[src/rtl/if_stage.sv]
// Instruction-fetch stage: PC register, next-PC select, IMem address drive and IF/ID register.
// Optional stall/flush performance counters are built when IF_PERF_CNT_EN is defined.
module if_stage #(
  parameter logic [31:0] RESET_PC  = 32'h0040_0000,
  parameter logic [31:0] NOP_INSTR = 32'h0000_0000
) (
  input  logic        clk,
  input  logic        reset,
  input  logic        PCWrite,
  input  logic        stall,
  input  logic        IF_Flush,
  input  logic [1:0]  PCSrc,
  input  logic [31:0] Branch_Target,
  input  logic [31:0] Jump_Target,
  input  logic [31:0] JR_Target,
  output logic [31:0] IMem_Addr,
  input  logic [31:0] IMem_Data,
  output logic [31:0] PC,
  output logic [31:0] IF_ID_Instruction,
  output logic [31:0] IF_ID_PC_Plus4,
`ifdef IF_PERF_CNT_EN
  output logic [31:0] Stall_Cycles,
  output logic [31:0] Flush_Cycles,
`endif
  output logic        IF_ID_Valid
);

  typedef enum logic [1:0] {
    SRC_SEQ    = 2'b00,
    SRC_BRANCH = 2'b01,
    SRC_JUMP   = 2'b10,
    SRC_JR     = 2'b11
  } pc_src_e;

  logic [31:0] r_pc;
  logic [31:0] r_instr;
  logic [31:0] r_pc_plus4;
  logic        r_valid;
  logic [31:0] w_pc_plus4;
  logic [31:0] w_pc_next;
  pc_src_e     w_src;

  assign w_src      = pc_src_e'(PCSrc);
  assign w_pc_plus4 = r_pc + 32'd4;

  // Redirect targets are word-aligned on the way in; the sequential path is left as-is.
  always_comb begin
    w_pc_next = w_pc_plus4;
    unique case (w_src)
      SRC_SEQ:    w_pc_next = w_pc_plus4;
      SRC_BRANCH: w_pc_next = {Branch_Target[31:2], 2'b00};
      SRC_JUMP:   w_pc_next = {Jump_Target[31:2], 2'b00};
      SRC_JR:     w_pc_next = {JR_Target[31:2], 2'b00};
      default:    w_pc_next = w_pc_plus4;
    endcase
  end

  always_ff @(posedge clk) begin
    if (reset) begin
      r_pc <= RESET_PC;
    end else if (PCWrite) begin
      r_pc <= w_pc_next;
    end
  end

  // Stall wins over flush so an instruction waiting in ID is never replaced by a bubble.
  always_ff @(posedge clk) begin
    if (reset) begin
      r_instr    <= NOP_INSTR;
      r_pc_plus4 <= '0;
      r_valid    <= 1'b0;
    end else if (!stall) begin
      r_pc_plus4 <= w_pc_plus4;
      if (IF_Flush) begin
        r_instr <= NOP_INSTR;
        r_valid <= 1'b0;
      end else begin
        r_instr <= IMem_Data;
        r_valid <= 1'b1;
      end
    end
  end

`ifdef IF_PERF_CNT_EN
  logic [31:0] r_stall_cnt;
  logic [31:0] r_flush_cnt;

  always_ff @(posedge clk) begin
    if (reset) begin
      r_stall_cnt <= '0;
      r_flush_cnt <= '0;
    end else begin
      if (stall)
        r_stall_cnt <= r_stall_cnt + 32'd1;
      if (IF_Flush && !stall)
        r_flush_cnt <= r_flush_cnt + 32'd1;
    end
  end

  assign Stall_Cycles = r_stall_cnt;
  assign Flush_Cycles = r_flush_cnt;
`endif

  assign PC                = r_pc;
  assign IMem_Addr         = r_pc;
  assign IF_ID_Instruction = r_instr;
  assign IF_ID_PC_Plus4    = r_pc_plus4;
  assign IF_ID_Valid       = r_valid;

endmodule
[config.mk]
export PLATFORM = sky130hd
export DESIGN_NAME = if_stage
export DESIGN_NICKNAME = d
export VERILOG_FILES = /design/src/rtl/if_stage.sv
export SDC_FILE = /design/constraint.sdc
export NUM_CORES = 1
export LEC_CHECK = 0
export CAP_MARGIN = 0
export CORE_MARGIN = 1
export CORE_UTILIZATION = 41
export CTS_CLUSTER_SIZE = 10
export DETAILED_ROUTE_END_ITERATION = 10
export PLACE_DENSITY_LB_ADDON = 0.08
export SLEW_MARGIN = 20
export SYNTH_ARGS = -nofsm -noshare
export SYNTH_HDL_FRONTEND = slang
export SYNTH_SLANG_ARGS = --single-unit
[constraint.sdc]
create_clock -name clk -period 2.09 [get_ports clk]
set_input_delay 0.5225 -clock clk [delete_from_list [all_inputs] [get_ports clk]]
set_output_delay 0.5225 -clock clk [all_outputs]
set_load 0.005 [all_outputs]
==> results by group, run 1 <==
Status
  – Status: finished clean

Clocking
  – Clock Pin Slew Worst Setup and Hold Paths: 0.06 ns
  – # clock sinks: 93
  – Clk buf depth: 2
  – Clock Latency Late Sink: 0.34 ns
  – CTS root buffer: clkbuf_16
  – CTS tree: built
  – CTS buffer count: 9
  – H-tree Lvls: 3

Floorplanning
  – FP Rows: 41
  – Die width: 116 um
  – Die height: 116 um
  – IO Pins: 264
  – Starting density of the core: 0.420
  – Core area: 0.0126 mm^2
  – Die area: 0.0134 mm^2

Detailed routing
  – Drt first pass iters: 5
  – Starting DRT DRC Count: 253
  – Vias per inst: 5.34
  – Number of remaining DRC errors: 0
  – Routed wire length: 17500 um
  – Vias: 5487
  – Avg WL per Cell: 17.1 um
  – DRT antenna net count: 0

Timing
  – Setup violators final: 0
  – Max Slew Vio Count: 0
  – Final worst setup slack: 0.113 ns
  – Fmax: 0.506 GHz
  – Period utilization: 0.946
  – Period minus WS final: 1.98 ns
  – Slew headroom: 0.496
  – Final Hold Slack: 0.470 ns
  – Final hold vios: 0
  – Actual slew at the worst max-slew pin: 0.754 ns
  – Setup TNS: 0 ns
  – Max Clock Skew: 0.00482 ns

Synthesis
  – Syn Inst Count: 621
  – Mux cell area share after synthesis: 0.0853
  – Unique masters post-synth: 66
  – Synth Area in Adders: 0.00236
  – Main flop type after synthesis: dfxtp_1
  – Syn avg cell area: 8.53 um^2
  – Largest family of logic cells by synthesized area: compound AO/OA/AOI/OAI gates
  – Number of flops mapped to enable cells by yosys: 0
  – Synth Register Bits: 93
  – XOR/XNOR Fraction of Synth Area: 0.0397
  – Ys Warns: 0
  – Synth Area in Compound Gates: 0.214
  – Sequential area share after synthesis: 0.351
  – Cell Area, Synth: 0.00530 mm^2
  – Simple-gate portion of the synthesized area: 0.185
  – FFs w/ async S/R, synth: 0

GRT
  – Met3 Usage GRT: 0.0659
  – Gr ovfl total: 0
  – Top Usage Layer GRT: met2
  – GRT met1 Usage: 0.311
  – Largest net degree at the start of global routing: 57
  – GRT Total Usage: 0.258
  – Initial antenna violation count: 0
  – First-pass GRT wire length: 26500 um
  – Vias in the first global route: 5244
  – Met2 GRT Util: 0.444

Setup path
  – Type of the worst setup path: flop to flop
  – CP required: 2.33 ns
  – Crit-path cells: ha_2, and3_1, buf_4, nand2_1, mux4_2, o221a_2
  – Crit. End Element: flop
  – CP top delay family: multiplexers
  – Crit path launch type: flop
  – Crit path buf inv count: 1
  – Worst stage delay on the critical path: 0.45 ns
  – CP max stage cell: mux4_2
  – Critical path arrival: 2.21 ns
  – Max FO, Critical Path: 5

Power
  – Pwr dens: 572 mW/mm^2
  – Total Power: 4.67 mW
  – Comb pwr share: 0.242
  – Int Power: 3.41 mW
  – Switch Pwr: 1.26 mW
  – Worst VDD drop: 0.405 mV
  – LEAKAGE: 3.04 nW
  – Switching Share: 0.270
  – Sequential power share: 0.423
  – Clock network power share: 0.335

Flow run
  – Max-cap violations: 0

Place
  – Port Buffer Count: 251
  – Place WS: -0.0426 ns
  – Routability cong.: 0.848
  – Cell area after placement: 0.00780 mm^2
  – Hpwl dp: 12900 um

Cells and area
  – Most frequent cells in the layout: clkdlybuf4s50_1 (246), dfxtp_1 (93), nor2_1 (89)
  – Layout area overhead: 53.9%
  – Antenna Cells: 0
  – Nets: 987
  – Commonest non-fill, non-tap cell in the layout: clkdlybuf4s50_1
  – Layout cells sized above 1: 0.133
  – Fin area: 0.00815 mm^2

Worst hold path
  – Worst min path class: flop to flop
-- power groups by stage --
stage	clock network, mW	registers, mW	logic [mW]
3_3_place_gp	0	2.00	1.11
4_1_cts	1.60	1.97	1.13
2_1_floorplan	0	2.01	0.511
6_report	1.57	1.97	1.13
3_5_place_dp	0	2.01	1.13
5_1_grt	1.67	1.99	1.22
-- what timing repair did --
| action | CTS | global route |
|---|---|---|
| endpoints found under the setup margin | 1 | 15 |
| setup buffers | 2 | 2 |
| gates resized for setup | 0 | 7 |
| pin swaps | 1 | 0 |
| endpoints found under the hold margin | 0 | 0 |
| hold buffers | 0 | 0 |
-- cell usage after synthesis, types with 2 or more instances --
cell type,n,share of area
nor2b_1,3,0.0035
o21ai_0,28,0.026
inv_1,11,0.0078
nor4b_1,2,0.0033
nor2_1,93,0.066
nand3_1,11,0.010
xor2_1,10,0.017
buf_6,3,0.0064
a211oi_1,21,0.030
and4_1,2,0.0033
o221a_2,5,0.011
nand2_1,46,0.033
o221ai_1,4,0.0066
mux2_2,7,0.015
nor3_1,4,0.0038
buf_2,4,0.0038
xnor2_1,14,0.023
mux4_2,5,0.021
clkbuf_8,9,0.023
nand4_1,8,0.0094
o31ai_1,7,0.0099
nor3_2,2,0.0038
or3_1,2,0.0024
mux2i_1,26,0.049
clkbuf_1,31,0.022
o2bb2ai_1,2,0.0033
a21oi_1,35,0.033
dfxtp_1,93,0.35
nand4_2,2,0.0047
buf_4,39,0.055
clkinv_1,2,0.0014
a221oi_1,6,0.0099
a22oi_1,37,0.052
a31o_2,3,0.0050
a21o_1,2,0.0028
a311oi_1,2,0.0033
nor4_1,7,0.0083
and4_4,3,0.0064
buf_1,3,0.0021
-- layer usage --
metal  wire length, um  vias up
li1                  -     2662
met1              7320     2598
met2              8630      209
met3              1310       18
met4               272        0
met5                 0        -
-- layout make-up --
class / count / area (um^2)
tap: 172 / 215
multi-input combinational: 431 / 2850
inverter: 13 / 48.8
timing repair buffer: 303 / 2890
fill: 1131 / 4470
clock buffer: 10 / 239
clock inverter: 6 / 45.0
sequential: 93 / 1860
-- kinds of logic after synthesis --
logic type / count (synthesis)
buffers and inverters: 102
other: 1
muxes: 38
AOI/OAI and AO/OA: 164
xor gates and xnor gates: 24
adders and majority gates: 1
DFF: 93
and+or+nand+nor: 198
-- flip-flops by register name, summed over array words and instances, names as in the netlist --
name / count
IF_ID_Valid: 1
IF_ID_PC_Plus4: 30
IF_ID_Instruction: 32
IMem_Addr: 30
-- path summary, 6_finish.rpt --
kind / startpoint / end / slack (ns) / cells past startpoint
worst max-delay path: IMem_Addr[2] / IMem_Addr[6] / 0.11 / 6
worst min-delay path: IF_ID_PC_Plus4[11] / IF_ID_PC_Plus4[11] / 0.47 / 2
worst max register to register: IMem_Addr[2] / IMem_Addr[6] / 0.11 / 6
worst min register to register: IF_ID_PC_Plus4[11] / IF_ID_PC_Plus4[11] / 0.47 / 2
-- tightest hold or removal path, stage by stage (launching register included) --
cell	delay (ns)
dfxtp_1	0.31
nand2_1	0.06
a21oi_1	0.05
-- through the flow --
step                      utilization  cells
after floorplan                     -    626
after global placement          0.618   1008
after detailed placement        0.618   1008
after CTS                       0.642   1026
after global routing            0.646   1028
final                           0.646   1028
Note: power is estimated with default switching activity, not from simulation.
==> run 2: changes to the inputs <==
clock period = 2.12 ns   (was 2.09 ns; I/O delays follow)
==> results by group, run 2 (same netlist as run 1, synthesis figures left out) <==
Timing
  – Period utilization: 0.967 (+0.0217)
  – Actual slew at the worst max-slew pin: 0.743 ns (-0.0108 ns)
  – Setup TNS: 0 ns (unchanged)
  – Final hold vios: 0 (unchanged)
  – Slew headroom: 0.503 (+0.00723)
  – Max Clock Skew: 0.00753 ns (+0.00271 ns)
  – Max Slew Vio Count: 0 (unchanged)
  – Period minus WS final: 2.05 ns (+0.0743 ns)
  – RSZ-0062 raised after global routing: true
  – Setup violators final: 0 (unchanged)
  – Fmax: 0.488 GHz (-3.6%)

GRT
  – First-pass GRT wire length: 26100 um (-1.4%)
  – Vias in the first global route: 5147 (-1.8%)
  – GRT Total Usage: 0.253 (-0.00548)
  – Largest net degree at the start of global routing: 50 (-12%)
  – Initial antenna violation count: 0 (unchanged)
  – Gr ovfl total: 0 (unchanged)

Clocking
  – Clock Pin Slew Worst Setup and Hold Paths: 0.06 ns (about the same)
  – H-tree Lvls: 3 (unchanged)
  – # clock sinks: 93 (unchanged)
  – Clk buf depth: 2 (unchanged)
  – Clock Latency Late Sink: 0.35 ns (about the same)
  – CTS tree: built
  – CTS buffer count: 9 (unchanged)
  – CTS root buffer: clkbuf_16
  – Post-CTS Hold Fix Bufs: 0 (unchanged)

Setup path
  – Critical path origin: IMem_Addr[5]
  – Crit. End Element: flop
  – CP top delay family: simple AND/OR/NAND/NOR gates
  – CP max stage cell: dfxtp_1
  – Max FO, Critical Path: 6 (+1)
  – Crit-path cells: buf_4, nand4_1, nor4_1, nand4_1, xor2_1, a211oi_1
  – Crit path buf inv count: 1 (unchanged)
  – Reg2reg start: IMem_Addr[5]
  – Most used cell, CP: nand4_1
  – Worst stage delay on the critical path: 0.40 ns (-0.05 ns)
  – Critical path arrival: 2.31 ns (+0.10 ns)
  – Type of the worst setup path: flop to flop
  – Crit path launch type: flop
  – CP required: 2.38 ns (+0.05 ns)

Detailed routing
  – Vias: 5467 (-0.36%)
  – DRT antenna net count: 0 (unchanged)
  – Number of remaining DRC errors: 0 (unchanged)
  – Vias per inst: 5.34 (about the same)
  – Avg WL per Cell: 16.8 um (-1.3%)
  – Drt first pass iters: 5 (unchanged)
  – Routed wire length: 17200 um (-1.7%)
  – Starting DRT DRC Count: 240 (-5.1%)

Cells and area
  – Nets: 983 (-0.41%)
  – Layout cells sized above 1: 0.122 (-0.0111)
  – Non-filler instance count after layout: 1024 (-0.39%)
  – Largest register FFs: 32 (unchanged)
  – Util after Layout: 0.648 (+0.00149)
  – Most frequent cells in the layout: clkdlybuf4s50_1 (246), dfxtp_1 (93), nor2_1 (91)
  – Antenna Cells: 0 (unchanged)
  – Layout area overhead: 54.3%
  – Commonest non-fill, non-tap cell in the layout: clkdlybuf4s50_1

Place
  – Placed Cells: 1007 (-0.099%)
  – Hpwl dp: 12800 um (-0.23%)
  – Port Buffer Count: 251 (unchanged)
  – Routability cong.: 0.847 (-0.20%)

Worst hold path
  – Worst min path class: flop to flop
  – Hold Startpoint: IF_ID_PC_Plus4[7]

Floorplanning
  – Die area: 0.0134 mm^2 (unchanged)
  – Die height: 116 um (unchanged)
  – FP Rows: 41 (unchanged)
  – Die width: 116 um (unchanged)
  – Starting density of the core: 0.420 (unchanged)
  – Core area: 0.0126 mm^2 (unchanged)
  – IO Pins: 264 (unchanged)

Power
  – LEAKAGE: 3.06 nW (+0.85%)
  – Worst VDD drop: 0.366 mV (-9.6%)
  – Total Power: 4.92 mW (+5.4%)
  – Pwr dens: 602 mW/mm^2 (+5.2%)

Flow run
  – Max-cap violations: 0 (unchanged)

Status
  – Status: finished clean
==> run 2: cell types whose count changed in the layout (fill, tap and decap cells not counted), sizes merged <==
| cell | change |
|---|---|
| clkinvlp | -3 |
| bufinv | +3 |
| inv | -2 |
| buf | -4 |
| clkbuf | +2 |
==> run 2: per-stage QoR <==
step / hold slack (ns) / cell area, um^2 / worst slack (ns)
4_1_cts: 0.473 / 8160 / 0.0580
3_5_place_dp: 0.454 / 7810 / 0.0321
3_3_place_gp: 0.452 / 7800 / -0.111
5_1_grt: 0.485 / 8170 / -0.0617
2_1_floorplan: 0.457 / 5320 / 0.267
6_report: 0.466 / 8170 / 0.0690
==> run 2: worst min-delay path: stages (launching register included) <==
cell	delay, ns
dfxtp_1	0.31
nand2_1	0.06
a21oi_1	0.05
==> run 2: final timing paths <==
kind	end	slack (ns)	cells after the start
max	IF_ID_PC_Plus4[27]	0.07	6
min	IF_ID_PC_Plus4[7]	0.47	2
max reg2reg	IF_ID_PC_Plus4[27]	0.07	6
min reg2reg	IF_ID_PC_Plus4[7]	0.47	2
==> run 2: layout make-up <==
class / count / area [um^2]
tap: 172 / 215
sequential: 93 / 1860
timing repair buffer: 299 / 2870
clock buffer: 12 / 246
inverter: 13 / 48.8
multi-input combinational: 431 / 2830
fill: 1095 / 4450
clock inverter: 4 / 95.1
==> run 2: what timing repair did <==
item                                    in CTS  in global routing
resized for setup                            1                  1
gates cloned                                 0                  0
endpoints found under the setup margin       1                  6
pin swaps                                    0                  1
buffers inserted                             0                  1
==> run 2: where the power goes <==
part / internal (mW) / total (mW) / switching (mW)
Clock: 1.18 / 1.87 / 0.684
Sequential: 1.85 / 1.94 / 0.0927
Combinational: 0.677 / 1.11 / 0.435
Total: 3.71 / 4.92 / 1.21
==> run 2: routing by layer <==
| metal | GRT usage | routed length, um | share of wire | vias up |
|---|---|---|---|---|
| li1 | - | - | - | 2650 |
| met4 | 0.0932 | 334 | 0.019 | 0 |
| met1 | 0.307 | 7140 | 0.41 | 2564 |
| met5 | 0 | 0 | 0 | - |
| met3 | 0.0581 | 1410 | 0.082 | 25 |
| met2 | 0.436 | 8360 | 0.48 | 228 |
